==> src/rtl/iob_cpu_iob_bridge_pkg.sv <==
// iob_cpu_iob_bridge_pkg: shared FSM state type and channel-select width helper for the bridge
package iob_cpu_iob_bridge_pkg;

    typedef enum logic [1:0] {IDLE, REQ, WAIT_R, DONE} state_t;

    function automatic int sel_w(input int n_dch);
        return n_dch > 1 ? $clog2(n_dch) : 0;
    endfunction

endpackage

==> src/rtl/iob_cpu_iob_bridge_if.sv <==
// iob_cpu_iob_bridge_if: CPU native port, IOb instruction bus and N_DCH IOb data buses
// master: the bridge (accepts CPU requests, drives ibus/dbus requests)
// slave:  the environment (CPU plus the buses' targets)
interface iob_cpu_iob_bridge_if #(
    parameter int ADDR_W = 32,
    parameter int DATA_W = 32,
    parameter int N_DCH  = 2
);
    logic                      cpu_instr;
    logic                      cpu_valid;
    logic [ADDR_W-1:0]         cpu_addr;
    logic [DATA_W-1:0]         cpu_wdata;
    logic [DATA_W/8-1:0]       cpu_wstrb;
    logic [DATA_W-1:0]         cpu_rdata;
    logic                      cpu_ready;
    logic                      ibus_valid;
    logic [ADDR_W-1:0]         ibus_addr;
    logic                      ibus_ready;
    logic                      ibus_rvalid;
    logic [DATA_W-1:0]         ibus_rdata;
    logic [N_DCH-1:0]          dbus_valid;
    logic [ADDR_W-1:0]         dbus_addr;
    logic [DATA_W-1:0]         dbus_wdata;
    logic [DATA_W/8-1:0]       dbus_wstrb;
    logic [N_DCH-1:0]          dbus_ready;
    logic [N_DCH-1:0]          dbus_rvalid;
    logic [N_DCH*DATA_W-1:0]   dbus_rdata;

    modport master (
        input  cpu_instr, cpu_valid, cpu_addr, cpu_wdata, cpu_wstrb,
        input  ibus_ready, ibus_rvalid, ibus_rdata,
        input  dbus_ready, dbus_rvalid, dbus_rdata,
        output cpu_rdata, cpu_ready, ibus_valid, ibus_addr,
        output dbus_valid, dbus_addr, dbus_wdata, dbus_wstrb
    );

    modport slave (
        output cpu_instr, cpu_valid, cpu_addr, cpu_wdata, cpu_wstrb,
        output ibus_ready, ibus_rvalid, ibus_rdata,
        output dbus_ready, dbus_rvalid, dbus_rdata,
        input  cpu_rdata, cpu_ready, ibus_valid, ibus_addr,
        input  dbus_valid, dbus_addr, dbus_wdata, dbus_wstrb
    );

endinterface

==> src/rtl/iob_cpu_iob_bridge_wdog.sv <==
// iob_cpu_iob_bridge_wdog: read-response watchdog, limit 2**W-1 counted cycles
// Ports: clk, rst (sync, active-high), cke (state holds when low),
//        clr (restart count), en (count this cycle), hit (this counted cycle reaches the limit)
module iob_cpu_iob_bridge_wdog #(
    parameter int W = 8
) (
    input  logic clk,
    input  logic rst,
    input  logic cke,
    input  logic clr,
    input  logic en,
    output logic hit
);

    if (W > 0) begin : g_cnt
        logic [W-1:0] cnt;
        always_ff @(posedge clk) begin
            if (rst || (cke && clr)) cnt <= '0;
            else if (cke && en) cnt <= cnt + 1'b1;
        end
        // cnt == limit-1 while counting means this cycle brings it to the limit
        assign hit = en && cnt == ~W'(1);
    end else begin : g_off
        assign hit = 1'b0;
    end

endmodule

==> src/rtl/iob_cpu_iob_bridge.sv <==
// iob_cpu_iob_bridge: CPU valid/ready port to one IOb instruction bus and N_DCH decoded IOb data buses
// Ports: clk, rst (sync, active-high), cke (clock enable, freezes all state when low),
//        boot (ibus address remap when USE_EXTMEM), err (sticky read timeout), err_clr,
//        bus (master side of iob_cpu_iob_bridge_if)
module iob_cpu_iob_bridge
    import iob_cpu_iob_bridge_pkg::*;
#(
    parameter int                ADDR_W     = 32,
    parameter int                DATA_W     = 32,
    parameter int                N_DCH      = 2,
    parameter int                TIMEOUT_W  = 8,
    parameter logic [DATA_W-1:0] ERR_RDATA  = 32'hDEADBEEF,
    parameter bit                USE_EXTMEM = 1'b0
) (
    input  logic                 clk,
    input  logic                 rst,
    input  logic                 cke,
    input  logic                 boot,
    input  logic                 err_clr,
    output logic                 err,
    iob_cpu_iob_bridge_if.master bus
);

    localparam int SEL_W = sel_w(N_DCH);
    localparam int SW    = SEL_W > 0 ? SEL_W : 1;

    state_t              state;
    logic                instr;
    logic [ADDR_W-1:0]   addr;
    logic [DATA_W-1:0]   wdata;
    logic [DATA_W/8-1:0] wstrb;
    logic [SW-1:0]       sel;
    logic [SW-1:0]       sel_in;
    logic [DATA_W-1:0]   ch_rdata [N_DCH];
    logic                ready_sel;
    logic                rvalid_sel;
    logic                hit;

    for (genvar k = 0; k < N_DCH; k++) begin : g_ch
        assign ch_rdata[k] = bus.dbus_rdata[k*DATA_W +: DATA_W];
    end

    assign sel_in     = N_DCH > 1 ? bus.cpu_addr[ADDR_W-1 -: SW] : '0;
    assign ready_sel  = instr ? bus.ibus_ready  : bus.dbus_ready[sel];
    assign rvalid_sel = instr ? bus.ibus_rvalid : bus.dbus_rvalid[sel];

    assign bus.ibus_addr  = USE_EXTMEM ? {~boot, addr[ADDR_W-2:0]} : addr;
    assign bus.dbus_addr  = addr;
    assign bus.dbus_wdata = wdata;
    assign bus.dbus_wstrb = wstrb;

    iob_cpu_iob_bridge_wdog #(.W(TIMEOUT_W)) u_wdog (
        .clk (clk),
        .rst (rst),
        .cke (cke),
        .clr (state == REQ),
        .en  (state == WAIT_R && !rvalid_sel),
        .hit (hit)
    );

    // cpu_ready is set on the transition into DONE, so it is high exactly while in DONE
    always_ff @(posedge clk) begin
        if (rst) begin
            state          <= IDLE;
            instr          <= 1'b0;
            addr           <= '0;
            wdata          <= '0;
            wstrb          <= '0;
            sel            <= '0;
            bus.ibus_valid <= 1'b0;
            bus.dbus_valid <= '0;
            bus.cpu_ready  <= 1'b0;
            bus.cpu_rdata  <= '0;
            err            <= 1'b0;
        end else if (cke) begin
            bus.cpu_ready <= 1'b0;
            if (err_clr) err <= 1'b0;
            case (state)
                IDLE: if (bus.cpu_valid) begin
                    instr          <= bus.cpu_instr;
                    addr           <= bus.cpu_addr;
                    wdata          <= bus.cpu_wdata;
                    wstrb          <= bus.cpu_wstrb;
                    sel            <= sel_in;
                    bus.ibus_valid <= bus.cpu_instr;
                    bus.dbus_valid <= bus.cpu_instr ? '0 : N_DCH'(1) << sel_in;
                    state          <= REQ;
                end
                REQ: if (ready_sel) begin
                    bus.ibus_valid <= 1'b0;
                    bus.dbus_valid <= '0;
                    bus.cpu_ready  <= |wstrb;
                    state          <= |wstrb ? DONE : WAIT_R;
                end
                WAIT_R: if (rvalid_sel || hit) begin
                    bus.cpu_rdata <= rvalid_sel ? (instr ? bus.ibus_rdata : ch_rdata[sel]) : ERR_RDATA;
                    // a timeout overrides a same-cycle err_clr
                    if (!rvalid_sel) err <= 1'b1;
                    bus.cpu_ready <= 1'b1;
                    state         <= DONE;
                end
                default: state <= IDLE;
            endcase
        end
    end

endmodule
==> src/flat_wrapper.sv <==
// flat-port wrapper written by rule: the top's interface ports become plain ports
module iob_cpu_iob_bridge_flat import iob_cpu_iob_bridge_pkg::*;
#(
    parameter int                ADDR_W     = 32,
    parameter int                DATA_W     = 32,
    parameter int                N_DCH      = 2,
    parameter int                TIMEOUT_W  = 8,
    parameter logic [DATA_W-1:0] ERR_RDATA  = 32'hDEADBEEF,
    parameter bit                USE_EXTMEM = 1'b0
)
  (clk, rst, cke, boot, err_clr, err, bus_cpu_instr, bus_cpu_valid, bus_cpu_addr, bus_cpu_wdata, bus_cpu_wstrb, bus_ibus_ready, bus_ibus_rvalid, bus_ibus_rdata, bus_dbus_ready, bus_dbus_rvalid, bus_dbus_rdata, bus_cpu_rdata, bus_cpu_ready, bus_ibus_valid, bus_ibus_addr, bus_dbus_valid, bus_dbus_addr, bus_dbus_wdata, bus_dbus_wstrb);
  iob_cpu_iob_bridge_if #(.ADDR_W(ADDR_W), .DATA_W(DATA_W), .N_DCH(N_DCH)) bus_i ();
  input  logic clk;
  input  logic rst;
  input  logic cke;
  input  logic boot;
  input  logic err_clr;
  output logic err;
  input wire logic [$bits(bus_i.cpu_instr)-1:0] bus_cpu_instr;
  input wire logic [$bits(bus_i.cpu_valid)-1:0] bus_cpu_valid;
  input wire logic [$bits(bus_i.cpu_addr)-1:0] bus_cpu_addr;
  input wire logic [$bits(bus_i.cpu_wdata)-1:0] bus_cpu_wdata;
  input wire logic [$bits(bus_i.cpu_wstrb)-1:0] bus_cpu_wstrb;
  input wire logic [$bits(bus_i.ibus_ready)-1:0] bus_ibus_ready;
  input wire logic [$bits(bus_i.ibus_rvalid)-1:0] bus_ibus_rvalid;
  input wire logic [$bits(bus_i.ibus_rdata)-1:0] bus_ibus_rdata;
  input wire logic [$bits(bus_i.dbus_ready)-1:0] bus_dbus_ready;
  input wire logic [$bits(bus_i.dbus_rvalid)-1:0] bus_dbus_rvalid;
  input wire logic [$bits(bus_i.dbus_rdata)-1:0] bus_dbus_rdata;
  output wire logic [$bits(bus_i.cpu_rdata)-1:0] bus_cpu_rdata;
  output wire logic [$bits(bus_i.cpu_ready)-1:0] bus_cpu_ready;
  output wire logic [$bits(bus_i.ibus_valid)-1:0] bus_ibus_valid;
  output wire logic [$bits(bus_i.ibus_addr)-1:0] bus_ibus_addr;
  output wire logic [$bits(bus_i.dbus_valid)-1:0] bus_dbus_valid;
  output wire logic [$bits(bus_i.dbus_addr)-1:0] bus_dbus_addr;
  output wire logic [$bits(bus_i.dbus_wdata)-1:0] bus_dbus_wdata;
  output wire logic [$bits(bus_i.dbus_wstrb)-1:0] bus_dbus_wstrb;
  assign bus_i.cpu_instr = bus_cpu_instr;
  assign bus_i.cpu_valid = bus_cpu_valid;
  assign bus_i.cpu_addr = bus_cpu_addr;
  assign bus_i.cpu_wdata = bus_cpu_wdata;
  assign bus_i.cpu_wstrb = bus_cpu_wstrb;
  assign bus_i.ibus_ready = bus_ibus_ready;
  assign bus_i.ibus_rvalid = bus_ibus_rvalid;
  assign bus_i.ibus_rdata = bus_ibus_rdata;
  assign bus_i.dbus_ready = bus_dbus_ready;
  assign bus_i.dbus_rvalid = bus_dbus_rvalid;
  assign bus_i.dbus_rdata = bus_dbus_rdata;
  assign bus_cpu_rdata = bus_i.cpu_rdata;
  assign bus_cpu_ready = bus_i.cpu_ready;
  assign bus_ibus_valid = bus_i.ibus_valid;
  assign bus_ibus_addr = bus_i.ibus_addr;
  assign bus_dbus_valid = bus_i.dbus_valid;
  assign bus_dbus_addr = bus_i.dbus_addr;
  assign bus_dbus_wdata = bus_i.dbus_wdata;
  assign bus_dbus_wstrb = bus_i.dbus_wstrb;
  iob_cpu_iob_bridge #(.ADDR_W(ADDR_W), .DATA_W(DATA_W), .N_DCH(N_DCH), .TIMEOUT_W(TIMEOUT_W), .ERR_RDATA(ERR_RDATA), .USE_EXTMEM(USE_EXTMEM)) u_core (.clk(clk), .rst(rst), .cke(cke), .boot(boot), .err_clr(err_clr), .err(err), .bus(bus_i));
endmodule
==> config.mk <==
export PLATFORM = sky130hd
export DESIGN_NAME = iob_cpu_iob_bridge_flat
export DESIGN_NICKNAME = d
export VERILOG_FILES = /design/src/rtl/iob_cpu_iob_bridge_pkg.sv /design/src/rtl/iob_cpu_iob_bridge_if.sv /design/src/rtl/iob_cpu_iob_bridge_wdog.sv /design/src/rtl/iob_cpu_iob_bridge.sv /design/src/flat_wrapper.sv
export SDC_FILE = /design/constraint.sdc
export NUM_CORES = 1
export LEC_CHECK = 0
export CAP_MARGIN = 20
export CELL_PAD_IN_SITES_DETAIL_PLACEMENT = 0
export CELL_PAD_IN_SITES_GLOBAL_PLACEMENT = 1
export CORE_MARGIN = 5
export CORE_UTILIZATION = 29
export DETAILED_ROUTE_END_ITERATION = 8
export PLACE_DENSITY_LB_ADDON = 0.1
export SETUP_SLACK_MARGIN = 0.15
export SYNTH_ARGS = -nofsm -noshare
export SYNTH_HDL_FRONTEND = slang
export SYNTH_SLANG_ARGS = --single-unit
==> constraint.sdc <==
create_clock -name clk -period 4.58 [get_ports clk]
set_input_delay 1.374 -clock clk [delete_from_list [all_inputs] [get_ports clk]]
set_output_delay 1.374 -clock clk [all_outputs]
set_load 0.005 [all_outputs]
==> results.txt, run 1 <==
placed cell area = 8490 um^2
final net count = 1097
gr usage total = 17.2%
asr flop ratio synth = 0%
core area = 18600 um^2
R2R setup slack = 2160 ps
Hold/Removal Path Class = flip-flop to flip-flop
RSZ-0062 raised after global routing = no
status = completed
Longest Clk Path Bufs = 2
CTS Hold Buffers Added = 0
area grow syn2layout = 66.4%
Initial DRT Pass Iterations = 4
critical path fanouts, max = 8
Distinct cells, synth = 40
post-detail-place hpwl = 14300 um
Worst Path Required = 4900 ps
Final Skew = 7.75 ps
vias in the first global route = 5526
Num CTS Buffers = 17
post-route cell area = 9100 um^2
Ys Warns = 0
Detailed Route WL = 19200 um
fraction of layout cells with a size suffix above 1 = 7.34%
CTS tree = done
# diodes = 0
critical path class = primary input to flip-flop
num rows = 50
CP Capture Type = flip-flop
Mapped Avg Cell Area = 8.33 um^2
Iter 0 DRT Violations = 176
Reg-to-Reg Start = u_core.bus.dbus_addr[31]
first-pass GRT wire length = 29900 um
total power = 3.02 mW
Hold Path Cell Cnt = 2
Max-slew headroom = 43.8%
Die X = 147 um
CTS Sinks = 116
Final Hold Fails = 0
critical path launch point type = primary input
Tcrit/Tclk final = 63.2%
Vias/cell = 4.62
Reg2Reg Depth = 6
top_reg_cell synth = dfxtp_1
Synth Cell Area = 5470 um^2
Peak Freq = 346 MHz
gp weighted congestion = 0.782
Reg clk slew, reported paths = 60 ps
Slew @ Worst Pin = 843 ps
die area = 21700 um^2
register area share after synthesis = 42.5%
Max Slew Vio Count = 0
initial antenna violation count = 0
Finish-stage setup viols = 0
Root Buffer = clkbuf_16
largest net degree at the start of global routing = 75
Mapped Cells = 656
Post-CTS Setup Inserts = 0
Overflow after GRT = 0
H-tree Lvls = 4
fin crit period = 2890 ps
antenna-violating nets left = 0
DR WL/cell = 16.6 um
Worst Hold Path EP = u_core.bus.dbus_wdata[20]
# DRC = 0
I/O pin count = 314
TNS Setup = 0 ps
Max Cap Violations = 0
Synthesized Nets = 839
Starting Density = 29.3%
Worst VDD drop = 0.238 mV
post-cts sizing count = 0
Lkg Pwr = 3.21 nW
IO Port Bufs = 312
FF-to-FF End = u_core.bus.cpu_rdata[31]
Worst Hold Launch = u_core.bus.dbus_wdata[20]
number of synthesized register bits = 116
fin util = 48.8%
CP arrival = 3220 ps
number of synthesized flops with an enable pin = 0
worst skew pair latency = 410 ps
P per Cell Area = 332 nW/um^2
DIE HEIGHT = 147 um
total number of vias = 5361
-- how the worst max path moves through the flow --
stage | from | to | slack (ps) | cells after the start
global placement | cke | u_core.bus.dbus_addr[15] | 1330 | 5
CTS | cke | u_core.u_wdog.g_cnt.cnt[4] | 1710 | 5
floorplan | cke | u_core.u_wdog.g_cnt.cnt[4] | 2060 | 6
global route | cke | u_core.u_wdog.g_cnt.cnt[6] | 1530 | 5
finish | cke | u_core.u_wdog.g_cnt.cnt[6] | 1690 | 5
detailed placement | cke | u_core.u_wdog.g_cnt.cnt[4] | 1290 | 5
-- kinds of logic after synthesis --
kind of cell | share of synthesized area, %
buf+inv | 10.6
fa+ha+maj | 1.37
simple gates | 16.5
compound gates | 20.3
xor+xnor | 0.481
mux | 8.29
flops | 42.5
-- stage by stage --
step	cells	setup WS, ps	hold slack, ps
6_report	1161	1690	452
5_1_grt	1161	1530	473
4_1_cts	1161	1710	454
3_5_place_dp	1129	1290	446
3_3_place_gp	1129	1330	442
2_1_floorplan	656	2060	453
-- layout by cell type, fill, tap and decap left out, drive strengths merged, types with 3 or more instances in the layout --
master,netlist,final
clkdlybuf4s50,0,311
nand2,175,175
dfxtp,116,116
a21oi,78,78
mux2i,44,44
o21ai,34,34
inv,31,31
a221oi,24,24
clkbuf,26,20
nand2b,13,13
o211ai,10,10
nor2,8,8
buf,54,8
ha,6,6
clkinvlp,0,6
nor2b,4,4
or3,4,4
nand4,3,3
bufinv,0,3
nand3,3,3
clkinv,0,3
-- cell usage after synthesis, types with 8 or more instances --
cell	number	area (um^2)
buf_4	35	263
a221oi_2	22	330
dfxtp_1	116	2320
mux2i_1	43	430
nand2_1	175	657
nand2b_1	13	81.3
o211ai_1	10	75.1
clkbuf_1	25	93.8
o21ai_0	32	160
buf_2	11	55.1
a21oi_1	78	390
nor2_1	8	30.0
inv_1	31	116
-- flip-flops by register name (all words and copies together), names as in the netlist --
register                 flops
u_core.instr                 1
u_core.bus.cpu_rdata        32
u_core.bus.ibus_valid        1
u_core.err                   1
u_core.bus.cpu_ready         1
u_core.bus.dbus_wstrb        4
u_core.bus.dbus_valid        2
u_core.bus.dbus_addr        32
u_core.state                 2
u_core.bus.dbus_wdata       32
u_core.u_wdog.g_cnt.cnt      8
-- where the power goes --
part | leakage (nW) | internal, mW | switching, mW
clock | 0.281 | 0.883 | 0.475
combinational | 1.98 | 0.327 | 0.239
sequential | 0.942 | 1.06 | 0.0360
-- critical path, stage by stage --
cell and delay (ps):
clkdlybuf4s50_1 660, and2_1 330, o2111ai_1 270, or3_1 380, a21oi_1 190
-- routing by layer --
metal	routed length [um]	up-vias	global-route usage, %
met5	0	-	0
met4	440	0	6.29
met3	1580	29	5.83
met2	9130	211	29.3
met1	8060	2420	20.2
li1	-	2701	-
-- final cells by class --
cell class | count | area [um^2]
Fill cell | 1759 | 9550
Tap cell | 234 | 293
Clock inverter | 12 | 154
Clock buffer | 20 | 457
Timing Repair Buffer | 319 | 3170
Multi-Input combinational cell | 429 | 2580
Sequential cell | 116 | 2320
Inverter | 31 | 116
Power figures use the tool's default switching activity.
==> inputs of run 2 (changes only) <==
--- a/config.mk
+++ b/config.mk
@@ -9,7 +9,7 @@
 export CELL_PAD_IN_SITES_DETAIL_PLACEMENT = 0
 export CELL_PAD_IN_SITES_GLOBAL_PLACEMENT = 1
 export CORE_MARGIN = 5
-export CORE_UTILIZATION = 29
+export CORE_UTILIZATION = 27
 export DETAILED_ROUTE_END_ITERATION = 8
 export PLACE_DENSITY_LB_ADDON = 0.1
 export SETUP_SLACK_MARGIN = 0.15
==> constraint.sdc (replaced) <==
create_clock -name clk -period 2.7 [get_ports clk]
set_input_delay 0.81 -clock clk [delete_from_list [all_inputs] [get_ports clk]]
set_output_delay 0.81 -clock clk [all_outputs]
set_load 0.005 [all_outputs]
==> run 2 against run 1 <==
Power up 78%. Sequential cell count unchanged. Critical path depth down 4. Sequential power is 69% higher. Global-route usage decreased by 1.4 points. Worst hold slack gained 0.54 ps. Routed wire length is 1.6% lower. Clock power increased by 86%. Final cell count grew 3.5%. Via count grew 1.2%. Clock skew shrank 0.63 ps.
==> results.txt, run 2 (synthesized netlist as in run 1, its figures left out) <==
status = completed
crit-path cells = clkdlybuf4s50_1
gp weighted congestion = 0.813
CTS tree = done
CTS Hold Buffers Added = 0
first-pass GRT wire length = 30100 um
Reg power frac = 34.7%
CP Capture Type = output pin
Lkg Pwr = 3.29 nW
Max Slew Vio Count = 0
fin crit period = 2220 ps
Post-CTS Setup Inserts = 0
IO Port Bufs = 312
Worst path max stage delay = 550 ps
Hold Path Cell Cnt = 2
largest net degree at the start of global routing = 70
I/O pin count = 314
commonest non-fill, non-tap cell in the layout = clkdlybuf4s50_1
Clock Power Share = 47.0%
Hold/Removal Path Class = flip-flop to flip-flop
Gate power share = 18.3%
Worst Hold Path EP = u_core.bus.dbus_wdata[4]
critical path launch point type = flip-flop
# DRC = 0
Int Pwr = 4.05 mW
antenna-violating nets left = 0
switching power total = 1.32 mW
fraction of layout cells with a size suffix above 1 = 7.94%
# diodes = 0
worst slack at placement = 170 ps
FF-to-FF End = u_core.state[1]
Vias/cell = 4.51
die area = 23200 um^2
Worst Path Required = 1890 ps
fin util = 46.3%
Slew @ Worst Pin = 599 ps
Tcrit/Tclk final = 82.2%
P per Cell Area = 577 nW/um^2
Num CTS Buffers = 17
Starting Density = 27.2%
Die X = 152 um
area grow syn2layout = 70.2%
total number of vias = 5424
H-tree Lvls = 4
Overflow after GRT = 0
Worst path slowest cell = clkdlybuf4s50_1
num rows = 52
Reg clk slew, reported paths = 60 ps
DIE HEIGHT = 152 um
gr usage total = 15.8%
initial antenna violation count = 0
post-cts sizing count = 0
Worst Path Buf+Inv = 1
vias in the first global route = 5482
Max-slew headroom = 60.1%
CP arrival = 1410 ps
Detailed Route WL = 18900 um
Root Buffer = clkbuf_16
Reg2Reg Depth = 6
core area = 20100 um^2
most frequent cells in the layout = 311 x clkdlybuf4s50_1, 175 x nand2_1, 115 x dfxtp_1
post-detail-place hpwl = 14300 um
RSZ-0062 raised after global routing = no
Finish-stage setup viols = 0
Initial DRT Pass Iterations = 4
Reg-to-Reg Start = u_core.state[1]
CTS Sinks = 116
Largest delay share family, worst path = buffers and inverters
TNS Setup = 0 ps
R2R setup slack = 750 ps
DR WL/cell = 15.7 um
post-route setup slack = 481 ps
critical path class = flip-flop to output pin
final net count = 1102
critical path fanouts, max = 6
Longest Clk Path Bufs = 2
Peak Freq = 451 MHz
Max Cap Violations = 0
Worst Hold Launch = u_core.bus.dbus_wdata[4]
Iter 0 DRT Violations = 227
worst skew pair latency = 410 ps
Worst VDD drop = 0.429 mV
Final Skew = 7.12 ps
Sw Share = 24.6%
Final Hold Fails = 0
## run 2: power groups by stage
stage                     Sequential (mW)  Clock [mW]  Combinational (mW)
after floorplan                      1.89           0               0.434
after global placement               1.89           0               0.981
after detailed placement             1.90           0               0.992
after CTS                            1.86        2.60               0.998
after global routing                 1.87        2.68                1.08
final                                1.86        2.53               0.983
## run 2: per-layer routing
metal	vias to the layer above	global-route usage (%)	share of wire, %
met5	-	0	0
met4	0	6.12	2.2
met3	25	5.28	7.6
met2	203	26.7	48
met1	2479	18.7	42
li1	2717	-	-
## run 2: layout make-up
class	instances	area, um^2
fillers	1919	10800
repair buffers	324	3290
multi-input cells	429	2580
flip-flops and latches	116	2320
clock buffers	18	439
well taps	270	338
clock inverters	14	224
inverters	31	116
## run 2: worst max path at each step
stage | end | from | depth (start not counted) | slack (ps)
finish | bus_ibus_addr[31] | u_core.bus.dbus_addr[31] | 1 | 480
global route | bus_ibus_addr[31] | u_core.bus.dbus_addr[31] | 1 | 430
CTS | bus_ibus_addr[31] | u_core.bus.dbus_addr[31] | 1 | 430
detailed placement | u_core.state[1] | bus_ibus_ready | 5 | 170
global placement | u_core.u_wdog.g_cnt.cnt[4] | cke | 5 | 240
floorplan | u_core.u_wdog.g_cnt.cnt[4] | cke | 6 | 750
## run 2: stage by stage
step / hold WS [ps] / std cells / area (um^2) / power (mW)
after detailed placement: 448 / 1170 / 8640 / 2.89
after global placement: 443 / 1170 / 8640 / 2.88
after global routing: 470 / 1202 / 9310 / 5.63
final: 452 / 1202 / 9310 / 5.37
after CTS: 456 / 1202 / 9310 / 5.46
after floorplan: 453 / 656 / 5470 / 2.33
==> inputs of run 3 (changes only) <==
--- a/config.mk
+++ b/config.mk
@@ -9,7 +9,7 @@
 export CELL_PAD_IN_SITES_DETAIL_PLACEMENT = 0
 export CELL_PAD_IN_SITES_GLOBAL_PLACEMENT = 1
 export CORE_MARGIN = 5
-export CORE_UTILIZATION = 27
+export CORE_UTILIZATION = 24
 export DETAILED_ROUTE_END_ITERATION = 8
 export PLACE_DENSITY_LB_ADDON = 0.1
 export SETUP_SLACK_MARGIN = 0.15
==> constraint.sdc (replaced) <==
create_clock -name clk -period 1.9 [get_ports clk]
set_input_delay 0.57 -clock clk [delete_from_list [all_inputs] [get_ports clk]]
set_output_delay 0.57 -clock clk [all_outputs]
set_load 0.005 [all_outputs]
==> run 3 against run 2 <==
Sequential cell count is the same. Worst hold slack gained 0.61 ps. Setup slack lost 320 ps. Power grew 35%. Combinational power grew 40%. Die area grew 12%. Critical path depth grew 5. Global-route usage shrank 0.96 points. Routed wire length grew 4.7%. Critical path type is now primary input to flip-flop. Register-to-register slack lost 540 ps. Clock-buffer cell count is the same.
==> results.txt, run 3 (synthesized netlist as in run 1, its figures left out) <==
met1 wire length = 8130 um
post-route insts no fill = 1239
Setup crit start = bus_dbus_rvalid[1]
Num CTS Buffers = 17
status = completed
critical path launch point type = primary input
Iter 0 DRT Violations = 307
Die X = 161 um
gr usage total = 14.9%
die area = 25900 um^2
# diodes = 0
num rows = 55
Hold Path Cell Cnt = 2
CP arrival = 2040 ps
Starting Density = 24.3%
R2R setup slack = 210 ps
H-tree Lvls = 4
CTS tree = done
first-pass GRT wire length = 31100 um
I/O pin count = 314
worst slack at placement = -329 ps
# DRC = 0
CP Capture Type = flip-flop
area grow syn2layout = 71.5%
final net count = 1124
worst skew pair latency = 410 ps
Hold Slack = 453 ps
Reg-to-Reg Start = u_core.bus.dbus_addr[31]
Reg clk slew, reported paths = 60 ps
CTS Hold Buffers Added = 0
most frequent cells in the layout = 175 x nand2_1, 173 x clkdlybuf4s50_1, 136 x dlygate4sd2_1
Final Skew = 8.81 ps
Max Slew Vio Count = 0
Lkg Pwr = 4.04 nW
Finish-stage setup viols = 0
Max-slew headroom = 53.6%
fin crit period = 1740 ps
filler instances = 2296
fraction of layout cells with a size suffix above 1 = 13.4%
Root Buffer = clkbuf_16
Vias/cell = 4.40
Initial DRT Pass Iterations = 4
Slew @ Worst Pin = 687 ps
critical path fanouts, max = 21
P per Cell Area = 771 nW/um^2
Overflow after GRT = 0
critical path class = primary input to flip-flop
met2 wire len = 9530 um
gp weighted congestion = 0.818
Tcrit/Tclk final = 91.4%
Longest Clk Path Bufs = 2
core area = 22500 um^2
CTS Sinks = 116
post-detail-place hpwl = 15100 um
area of the multi-input gates = 2620 um^2
Reg area = 2360 um^2
Worst path max stage delay = 510 ps
crit-path cells = clkdlybuf4s50_1 > mux2i_4 > o21ai_2 > o21ai_4 > buf_12 > a221oi_1
initial antenna violation count = 0
Max Cap Violations = 0
commonest non-fill, non-tap cell in the layout = nand2_1
Worst Path Required = 2210 ps
Reg2Reg Depth = 6
DR WL met3 = 1850 um
placed cell count = 1202
largest net degree at the start of global routing = 51
Critical Path End = u_core.bus.cpu_rdata[0]
post-route setup slack = 164 ps
uppermost layer routed = met4
FF-to-FF End = u_core.bus.cpu_rdata[0]
antenna-violating nets left = 0
total number of vias = 5456
vias in the first global route = 5652
RSZ-0062 raised after global routing = yes
IO Port Bufs = 312
Worst VDD drop = 0.495 mV
Hold/Removal Path Class = flip-flop to flip-flop
Peak Freq = 576 MHz
DIE HEIGHT = 161 um
Detailed Route WL = 19800 um
Worst path slowest cell = clkdlybuf4s50_1
Final Hold Fails = 0
DR WL/cell = 16.0 um
run 3: changes by cell type in the layout (fill, tap and decap cells not counted), moves of 18 or more:
cell,change
clkdlybuf4s50_1,-138
dfxtp_2,+20
dfxtp_1,-23
dlygate4sd2_1,+136
buf_4,+18
run 3: where the power goes:
part | switching [mW] | internal, mW
Combinational | 0.611 | 0.770
Sequential | 0.0835 | 2.56
Clock | 1.22 | 1.98
Total | 1.92 | 5.31
run 3: layout make-up:
type / instances / area share [%]
clock inverters: 14 / 1.64
inverters: 31 / 1.24
repair buffers: 346 / 35.6
well taps: 285 / 3.80
clock buffers: 18 / 4.68
flip-flops and latches: 116 / 25.2
multi-input cells: 429 / 27.9
run 3: worst min path at each step:
| stage | start | to | slack, ps |
|---|---|---|---|
| finish | u_core.bus.dbus_wdata[20] | u_core.bus.dbus_wdata[20] | 450 |
| global route | u_core.bus.cpu_rdata[7] | u_core.bus.cpu_rdata[7] | 480 |
| CTS | u_core.bus.dbus_wdata[23] | u_core.bus.dbus_wdata[23] | 450 |
| detailed placement | u_core.bus.dbus_wdata[27] | u_core.bus.dbus_wdata[27] | 450 |
| global placement | u_core.bus.dbus_wdata[27] | u_core.bus.dbus_wdata[27] | 440 |
| floorplan | u_core.bus.dbus_wdata[0] | u_core.bus.dbus_wdata[0] | 450 |
run 3: through the flow:
step	power [mW]	TNS (ps)	utilization (%)	area, um^2
after floorplan	3.31	0	-	5470
after global placement	4.15	-20220	39.3	8840
after detailed placement	4.17	-21620	39.3	8840
after CTS	7.35	0	41.5	9340
after global routing	7.62	0	41.7	9380
final	7.23	0	41.7	9380
run 3: repair_timing:
action	CTS	global route
hold endpoints to repair	0	0
gates resized for setup	161	15
pin swaps	0	1
endpoints found under the setup margin	141	45
setup buffers	5	0
run 3: worst max-delay path: cells and delay by family:
kind            cells  cell delay [ps]
buf+inv             2              690
compound gates      3              690
mux                 1               90
run 3: layer usage:
metal	track usage [%]	vias up
li1	-	2753
met1	17.4	2486
met2	24.9	198
met3	6.54	19
met4	4.19	0
met5	0	-
